<file path="config.mk">
export PLATFORM = sky130hd
export DESIGN_NAME = mem_scan_display
export DESIGN_NICKNAME = d
export VERILOG_FILES = /design/src/rtl/mem_scan_pkg.sv /design/src/rtl/tick_gen.sv /design/src/rtl/mem_scan_display.sv
export SDC_FILE = /design/constraint.sdc
export NUM_CORES = 1
export LEC_CHECK = 0
export CORE_MARGIN = 2
export CORE_UTILIZATION = 25
export CTS_CLUSTER_SIZE = 24
export DETAILED_ROUTE_END_ITERATION = 7
export PLACE_DENSITY = 0.53
export SETUP_SLACK_MARGIN = 0.5
export SLEW_MARGIN = 20
export SYNTH_ARGS = -nofsm -noshare
export SYNTH_HDL_FRONTEND = slang
export SYNTH_SLANG_ARGS = --single-unit
</file>
<file path="constraint.sdc">
create_clock -name clk -period 1.8 [get_ports clk]
set_input_delay 0.36 -clock clk [delete_from_list [all_inputs] [get_ports clk]]
set_output_delay 0.36 -clock clk [all_outputs]
set_load 0.03 [all_outputs]
</file>
<file path="src/rtl/mem_scan_pkg.sv">
// Shared encodings and sizing helpers for the memory scan display.
package mem_scan_pkg;

    typedef enum logic [1:0] {
        ModeManual = 2'b00,
        ModeAuto   = 2'b01,
        ModeStep   = 2'b10,
        ModeHold   = 2'b11
    } mode_e;

    typedef enum logic [1:0] {
        StIdle    = 2'b00,
        StFetch   = 2'b01,
        StCapture = 2'b10
    } state_e;

    function automatic int unsigned calc_nseg(input int unsigned data_w,
                                              input int unsigned disp_w);
        return data_w / disp_w;
    endfunction

    function automatic int unsigned calc_seg_w(input int unsigned nseg);
        return (nseg > 1) ? $clog2(nseg) : 1;
    endfunction

endpackage

</file>
<file path="src/rtl/tick_gen.sv">
// Free-running divider: one-cycle tick every DIV clocks, first at cycle DIV-1.
module tick_gen #(
    parameter int unsigned DIV = 100_000_000
) (
    input  logic clk,
    input  logic reset,
    output logic tick
);

    localparam int unsigned CNT_W = (DIV > 1) ? $clog2(DIV) : 1;
    localparam logic [CNT_W-1:0] LAST = CNT_W'(DIV - 1);

    logic [CNT_W-1:0] cnt_q;

    always_ff @(posedge clk) begin
        if (reset) begin
            cnt_q <= '0;
        end else if (cnt_q == LAST) begin
            cnt_q <= '0;
        end else begin
            cnt_q <= cnt_q + 1'b1;
        end
    end

    assign tick = (cnt_q == LAST);

endmodule

</file>
<file path="src/rtl/mem_scan_display.sv">
// Scans words of an external instruction memory and shows one DISP_W-bit
// segment of the captured word; manual, auto-scan, single-step and hold modes.
module mem_scan_display
    import mem_scan_pkg::*;
#(
    parameter int unsigned ADDR_W   = 4,
    parameter int unsigned DEPTH    = 16,
    parameter int unsigned DATA_W   = 32,
    parameter int unsigned DISP_W   = 16,
    parameter int unsigned TICK_DIV = 100_000_000,
    localparam int unsigned NSEG    = calc_nseg(DATA_W, DISP_W),
    localparam int unsigned SEG_W   = calc_seg_w(NSEG)
) (
    input  logic              clk,
    input  logic              reset,
    input  logic [1:0]        mode,
    input  logic [ADDR_W-1:0] man_addr,
    input  logic [SEG_W-1:0]  seg_sel,
    input  logic              step,
    output logic [31:0]       mem_pc,
    output logic              mem_en,
    input  logic [DATA_W-1:0] mem_rdata,
    output logic [DISP_W-1:0] disp,
    output logic              disp_valid,
    output logic [ADDR_W-1:0] cur_addr,
    output logic              wrap
);

    localparam logic [ADDR_W-1:0] LAST_ADDR = ADDR_W'(DEPTH - 1);
    localparam logic [ADDR_W:0]   DEPTH_V   = (ADDR_W + 1)'(DEPTH);
    localparam logic [SEG_W-1:0]  LAST_SEG  = SEG_W'(NSEG - 1);
    localparam logic [SEG_W:0]    NSEG_V    = (SEG_W + 1)'(NSEG);

    function automatic logic [DISP_W-1:0] seg_slice(input logic [DATA_W-1:0] word,
                                                    input logic [SEG_W-1:0]  s);
        return DISP_W'(word >> (DISP_W * s));
    endfunction

    state_e              state_q, state_d;
    logic [ADDR_W-1:0]   addr_q, addr_d, tgt_q, tgt_d;
    logic [SEG_W-1:0]    seg_q, seg_d;
    logic [DATA_W-1:0]   word_q, word_d;
    logic [DISP_W-1:0]   disp_q, disp_d;
    logic                valid_q, valid_d, pend_q, pend_d, wrap_q, wrap_d, step_q;
    logic                tick, event_now, ev;
    mode_e               mode_in;
    logic [SEG_W-1:0]    seg_sel_eff;
    logic [ADDR_W-1:0]   man_tgt;

    tick_gen #(
        .DIV (TICK_DIV)
    ) u_tick_gen (
        .clk   (clk),
        .reset (reset),
        .tick  (tick)
    );

    assign mode_in     = mode_e'(mode);
    assign seg_sel_eff = ({1'b0, seg_sel} < NSEG_V) ? seg_sel : '0;
    assign man_tgt     = ({1'b0, man_addr} < DEPTH_V) ? man_addr : '0;
    assign event_now   = (tick && (mode_in == ModeManual || mode_in == ModeAuto)) ||
                         (step && !step_q && mode_in == ModeStep);
    // A pending event is serviced exactly like a fresh one on return to idle.
    assign ev          = event_now || pend_q;

    always_ff @(posedge clk) begin
        if (reset) begin
            state_q <= StIdle;
            addr_q  <= '0;
            tgt_q   <= '0;
            seg_q   <= '0;
            word_q  <= '0;
            disp_q  <= '0;
            valid_q <= 1'b0;
            pend_q  <= 1'b0;
            wrap_q  <= 1'b0;
            step_q  <= 1'b0;
        end else begin
            state_q <= state_d;
            addr_q  <= addr_d;
            tgt_q   <= tgt_d;
            seg_q   <= seg_d;
            word_q  <= word_d;
            disp_q  <= disp_d;
            valid_q <= valid_d;
            pend_q  <= pend_d;
            wrap_q  <= wrap_d;
            step_q  <= step;
        end
    end

    always_comb begin
        state_d = state_q;
        addr_d  = addr_q;
        tgt_d   = tgt_q;
        seg_d   = seg_q;
        word_d  = word_q;
        disp_d  = disp_q;
        valid_d = valid_q;
        pend_d  = pend_q;
        wrap_d  = 1'b0;
        unique case (state_q)
            StIdle: begin
                pend_d = 1'b0;
                unique case (mode_in)
                    ModeManual: begin
                        seg_d  = seg_sel_eff;
                        disp_d = seg_slice(word_q, seg_sel_eff);
                        if (!valid_q) begin
                            tgt_d   = addr_q;
                            state_d = StFetch;
                        end else if (man_tgt != addr_q || ev) begin
                            tgt_d   = man_tgt;
                            state_d = StFetch;
                        end
                    end
                    ModeAuto, ModeStep: begin
                        if (!valid_q) begin
                            tgt_d   = addr_q;
                            state_d = StFetch;
                        end else if (ev) begin
                            if (seg_q >= LAST_SEG) begin
                                seg_d   = '0;
                                wrap_d  = (addr_q >= LAST_ADDR);
                                tgt_d   = (addr_q >= LAST_ADDR) ? '0 : addr_q + 1'b1;
                                state_d = StFetch;
                            end else begin
                                seg_d  = seg_q + 1'b1;
                                disp_d = seg_slice(word_q, seg_q + 1'b1);
                            end
                        end
                    end
                    default: ;
                endcase
            end
            StFetch: begin
                pend_d  = pend_q || event_now;
                state_d = StCapture;
            end
            StCapture: begin
                pend_d  = pend_q || event_now;
                word_d  = mem_rdata;
                disp_d  = seg_slice(mem_rdata, seg_q);
                valid_d = 1'b1;
                addr_d  = tgt_q;
                state_d = StIdle;
            end
            default: state_d = StIdle;
        endcase
    end

    always_comb begin
        mem_en = (state_q == StFetch);
        mem_pc = 32'({tgt_q, 2'b00});
    end

    assign disp       = disp_q;
    assign disp_valid = valid_q;
    assign cur_addr   = addr_q;
    assign wrap       = wrap_q;

endmodule

</file>
* Yosys cells after proc, flatten, opt, wreduce, memory -nomap -nowiden
Cells that the tools add are included.
** Operators by class
- Shifts and indexed selects :: 3
- Multiplexer cells :: 24
- Reduce and logical (&&, ||, !) cells :: 21
- Equality and inequality tests :: 18
- Magnitude comparators :: 2
- Add/subtract/negate cells :: 3
- Bitwise operators :: 5
** Operators by type and width (number)
- $shr A32 B5 Y16 :: 3
- $pmux W16 S2 :: 2
- $mux W16 :: 3
- $add A27 B1 Y27 const B :: 1
- $eq A27 B27 Y1 const B :: 1
- $mux W4 :: 6
- $ne A3 B3 Y1 const B :: 5
- $ne A4 B4 Y1 const B :: 3
- $mux W2 :: 5
- $reduce_and A5 Y1 :: 2
- $pmux W2 S2 :: 2
- $pmux W4 S2 :: 1
- $reduce_and A4 Y1 :: 2
- $ne A3 B2 Y1 const B :: 2
- $reduce_bool A2 Y1 :: 3
- $reduce_or A2 Y1 :: 3
- $reduce_or A6 Y1 :: 1
- $not A1 Y1 :: 5
- $add A4 B1 Y4 const B :: 1
- $eq A2 B1 Y1 const B :: 2
- $eq A2 B2 Y1 const B :: 2
- $ge A4 B4 Y1 const B :: 1
- $logic_not A2 Y1 :: 2
- $logic_or A1 B1 Y1 :: 4
- 8 further kinds :: 14
** Storage, ports and cells
- Output and inout bits :: 55
- Bits in registers :: 90
- Word-level logic and storage cells :: 87

* Longest topological paths before layout
- Word-level depth :: 10
- Depth in mapped cells :: 8

* Modules after synthesis
A second synthesis with hierarchy kept.
** Second synthesis, totals
- Cells, all modules :: 554
- Area, all modules :: 4788.3 um^2
** By module, submodules not included
- mem_scan_display :: times used 1, cells an instance 393, sequential area each 1261.2 um^2, area an instance 3454.6 um^2
- tick_gen :: times used 1, cells an instance 161, sequential area each 540.5 um^2, area an instance 1333.8 um^2

* Worst setup path after synthesis
Ideal clock, no wire load.
- Path kind :: in2reg
- From :: in mode[0]
- To :: reg disp_q[10] (netlist: disp[10])
- Arrival :: 1.877 ns
- Buffers on the path :: 1
- Path slack :: -0.149 ns
- Cell stages on the path :: 8
- Path through :: inv_1 ha_1 nor2_1 nor2_1 mux2_2 a31oi_4 buf_6 mux2i_1
** On the way
- Word-level cells in the longest chain between the ends :: 7
** RTL lines
- from (decl) :: line mem_scan_display.sv:16 : input logic [1:0] mode,
- $eq A2 B1 Y1 / $logic_not A2 Y1 (equally long branches) :: line mem_scan_display.sv:61, mem_scan_display.sv:105
- $logic_or A1 B1 Y1 :: line mem_scan_display.sv:61 : assign event_now = (tick && (mode_in == ModeManual || mode_in == ModeAuto)) ||
- $logic_and A1 B1 Y1 :: line mem_scan_display.sv:61
- $logic_or A1 B1 Y1 :: line mem_scan_display.sv:61
- $logic_or A1 B1 Y1 :: line mem_scan_display.sv:64 : assign ev = event_now || pend_q;
- $ne A3 B3 Y1 (no source line)
- $reduce_and A5 Y1 (no source line)
- to (signal assigned) :: line mem_scan_display.sv:84 : disp_q <= disp_d;
- to (decl) :: line mem_scan_display.sv:43 : logic [DISP_W-1:0] disp_q, disp_d;
Parallel ways exist; a longest one is shown, timed or not.
A chain may end at the register's enable or synchronous reset.

* Final worst setup path
- From :: reg u_tick_gen.cnt_q[3]
- To :: reg disp_q[13] (netlist: disp[13])
** On the way
- Word-level cells in the longest chain between the ends :: 6
** RTL lines
- from (decl) :: line tick_gen.sv:13 : logic [CNT_W-1:0] cnt_q;
- from (signal assigned) :: line tick_gen.sv:21 : cnt_q <= cnt_q + 1'b1;
- $eq A27 B27 Y1 :: line tick_gen.sv:25 : assign tick = (cnt_q == LAST);
- $logic_and A1 B1 Y1 :: line mem_scan_display.sv:61
- $logic_or A1 B1 Y1 :: line mem_scan_display.sv:61
- $logic_or A1 B1 Y1 :: line mem_scan_display.sv:64
- $ne A3 B3 Y1 (no source line)
- $reduce_and A5 Y1 (no source line)
Every way passes these cells.

==> run_results.csv <==
group,metric,value,unit
outcome,outcome,"complete, no violations",
cts,cts_sinks,90,
pwr,p_leak,0.00266,µW
yosys,ys_seq_elements,90,
pwr,internal-power,3770,µW
yosys,synth-main-ff-cell,"dfxtp_1",
sta,skew,0.00809,ns
pwr,powerDensity,798,nW/µm²
floorplan,start_util,0.255,
sta,setup_violations,0,
flow_run,maxCapViolations,0,
routing,drc,0,
floorplan,die_x,142,µm
cts,clk_latency,0.35,ns
placement,dp_hpwl,8.37,mm
layout,syn_to_final_growth,41.1,%
floorplan,die_h,142,µm
sta,report.final.hold_viol_count,0,
floorplan,ioPinCount,97,
pwr,p_sw,1590,µW
yosys,synth-edff-count,0,
cts,path_clk_slew,0.07,ns
yosys,yosysSeqAreaShare,0.378,
cts,cts_made_buffers,9,
layout,layout_common_cells,"mux2i_1 (73), dfxtp_1 (72), nor2_1 (68)",
global_route,gr-total-overflow,0,
routing,vias,3977,
routing,drtIter0Drc,229,
routing,post_drt_wl_per_cell,15.8,µm
pwr,power_frac_seq,0.398,
pwr,total_power,5360,µW
yosys,yosysWarnings,0,
critical_path,critPathMaxStageDelay,0.40,ns
cts,root_buffer,"clkbuf_16",
global_route,grt_pass1_vias,3932,
critical_path,cpMaxStageDelayCell,"dfxtp_2",
global_route,grt_max_degree,48,
routing,wirelength,13.5,mm
routing,first_pass_iters,5,
global_route,grt_first_pass_wirelength,20.3,mm
critical_path,crit_arrival,1.96,ns
yosys,syn_inst,516,
sta,fin_crit,1.72,ns
yosys,async_reset_ff_frac,0,
cts,clockBufferDepth,2,
global_route,gr-usage-all-layers,0.127,
sta,worst_slack,0.0786,ns
layout,postLayoutCoreUtil,0.359,
yosys,synth_area,4760,µm²
hold_path,hold_class,"in -> reg",
layout,final_common_cell,"mux2i_1",
critical_path,critical_path.cell_chain,"nand4_4 > nor4_4 > a21o_4 > a31oi_4 > clkbuf_16 > mux2i_1",
critical_path,crit_fanout,8,
global_route,antenna_found_initial,0,
layout,drive_gt1_frac,0.268,
pwr,power_frac_comb,0.269,
layout,nets,671,
critical_path,worst-setup-path-type,"reg -> reg",
pwr,p_sw_frac,0.296,
placement,place_ws,-0.616,ns
critical_path,cp-end-kind,"flip-flop",
routing,antenna_left,0,
cts,htreeDepth,3,
floorplan,fp-row-count,50,
sta,rsz0062_at_grt,"true",
floorplan,core_area,18700,µm²
critical_path,cp-start-kind,"flip-flop",
layout,n_antenna_cell,0,
routing,vias_per_cell,4.64,
pwr,irDropWorstVdd,0.464,mV
floorplan,dieArea,20200,µm²
cts,cts-hold-fix-buffers,0,
yosys,syn_area_per_cell,9.23,µm²
yosys,yosysUniqueCellTypes,50,
pwr,pwr-share-clk,0.333,
placement,portBuffers,68,
placement,place_congestion,0.786,
cts,cts_tree,"yes",
sta,worst_hold_slack,0.428,ns
sta,clock.fmax,581,MHz
sta,finalMaxSlewViolations,0,
sta,fin_setup_tns,0,ns
critical_path,cp.required,2.03,ns
sta,post-route-period-util,0.956,
## layout make-up
cell class                 count  area [µm²]
multi-input combinational    386        2980
clock buffer                  11         253
fill                        1837       12000
tap                          234         293
timing repair buffer         124        1270
sequential                    90        1840
inverter                       8        45.0
clock inverter                 4        27.5
## power groups by stage
stage / clock network [µW] / registers [µW] / logic [µW]
floorplan: 0 / 2230 / 788
global placement: 0 / 2180 / 1180
detailed placement: 0 / 2180 / 1200
CTS: 1850 / 2140 / 1310
global route: 1930 / 2140 / 1530
finish: 1790 / 2130 / 1440
## per-stage QoR
step / cell area (µm²) / cells
2_1_floorplan: 5150 / 543
3_3_place_gp: 6050 / 823
3_5_place_dp: 6050 / 823
4_1_cts: 6420 / 847
5_1_grt: 6720 / 857
6_report: 6720 / 857
## final timing paths
check                                       from                 endpoint  slack (ns)  depth (start not counted)
setup / recovery  u_tick_gen.cnt_q[3]$_SDFF_PP0_    disp[13]$_SDFFE_PP0P_        0.08                          6
hold / removal                             reset  disp_valid$_SDFFE_PP0P_        0.43                          2
setup reg to reg  u_tick_gen.cnt_q[3]$_SDFF_PP0_    disp[13]$_SDFFE_PP0P_        0.08                          6
hold reg to reg              pend_q$_SDFFE_PP0P_      pend_q$_SDFFE_PP0P_        0.45                          2
## cells in the mapped netlist (5+ instances only)
cell type / number / share of area
nor4_1: 5 / 0.0066
buf_4: 28 / 0.044
clkbuf_1: 20 / 0.016
a21oi_1: 10 / 0.011
o21ai_0: 8 / 0.0084
xor2_1: 6 / 0.011
dfxtp_1: 90 / 0.38
nor2_1: 73 / 0.058
inv_1: 8 / 0.0063
nand2b_1: 28 / 0.037
and3_1: 21 / 0.028
a211o_1: 19 / 0.035
mux2i_1: 74 / 0.16
nand3_1: 12 / 0.013
a211oi_1: 16 / 0.025
xnor2_1: 18 / 0.033
buf_2: 10 / 0.011
nand2_1: 12 / 0.0095
ha_1: 10 / 0.026
## state kept, by name, summed over array words and instances (netlist names)
register and flops:
cur_addr 4, disp 16, disp_valid 1, pend_q 1
seg_q 1, state_q 2, step_q 1, tgt_q 4
u_tick_gen.cnt_q 27, word_q 32, wrap 1
## worst max-delay path: cells and delay by family (launching register included)
kind,cells,cell delay (ns)
flip-flops,1,0.40
multiplexers,1,0.12
buffers and inverters,1,0.21
AO/OA/AOI/OAI,2,0.35
AND/OR/NAND/NOR,2,0.52
## cell families after synthesis
family          after synthesis  synth area share
simple gates                180             0.201
flops                        90             0.378
mux                          77             0.163
compound gates               67             0.107
buf+inv                      67            0.0791
xor+xnor                     24            0.0442
fa+ha+maj                    10            0.0263
other cells                   1          0.000788
## metal layers
layer,vias up,routed length [µm],track usage
met4,0,229,0.0574
met5,-,0,0
met3,15,429,0.0202
met1,1891,6330,0.164
li1,1963,-,-
met2,108,6530,0.211
## what timing repair did
action / in CTS / in global routing
setup buffers: 6 / 3
gates resized for setup: 176 / 39
endpoints found under the hold margin: 0 / 0
gates cloned: 3 / 7
endpoints found under the setup margin: 114 / 86
pin swaps: 12 / 9
(Power assumes the default switching activity.)
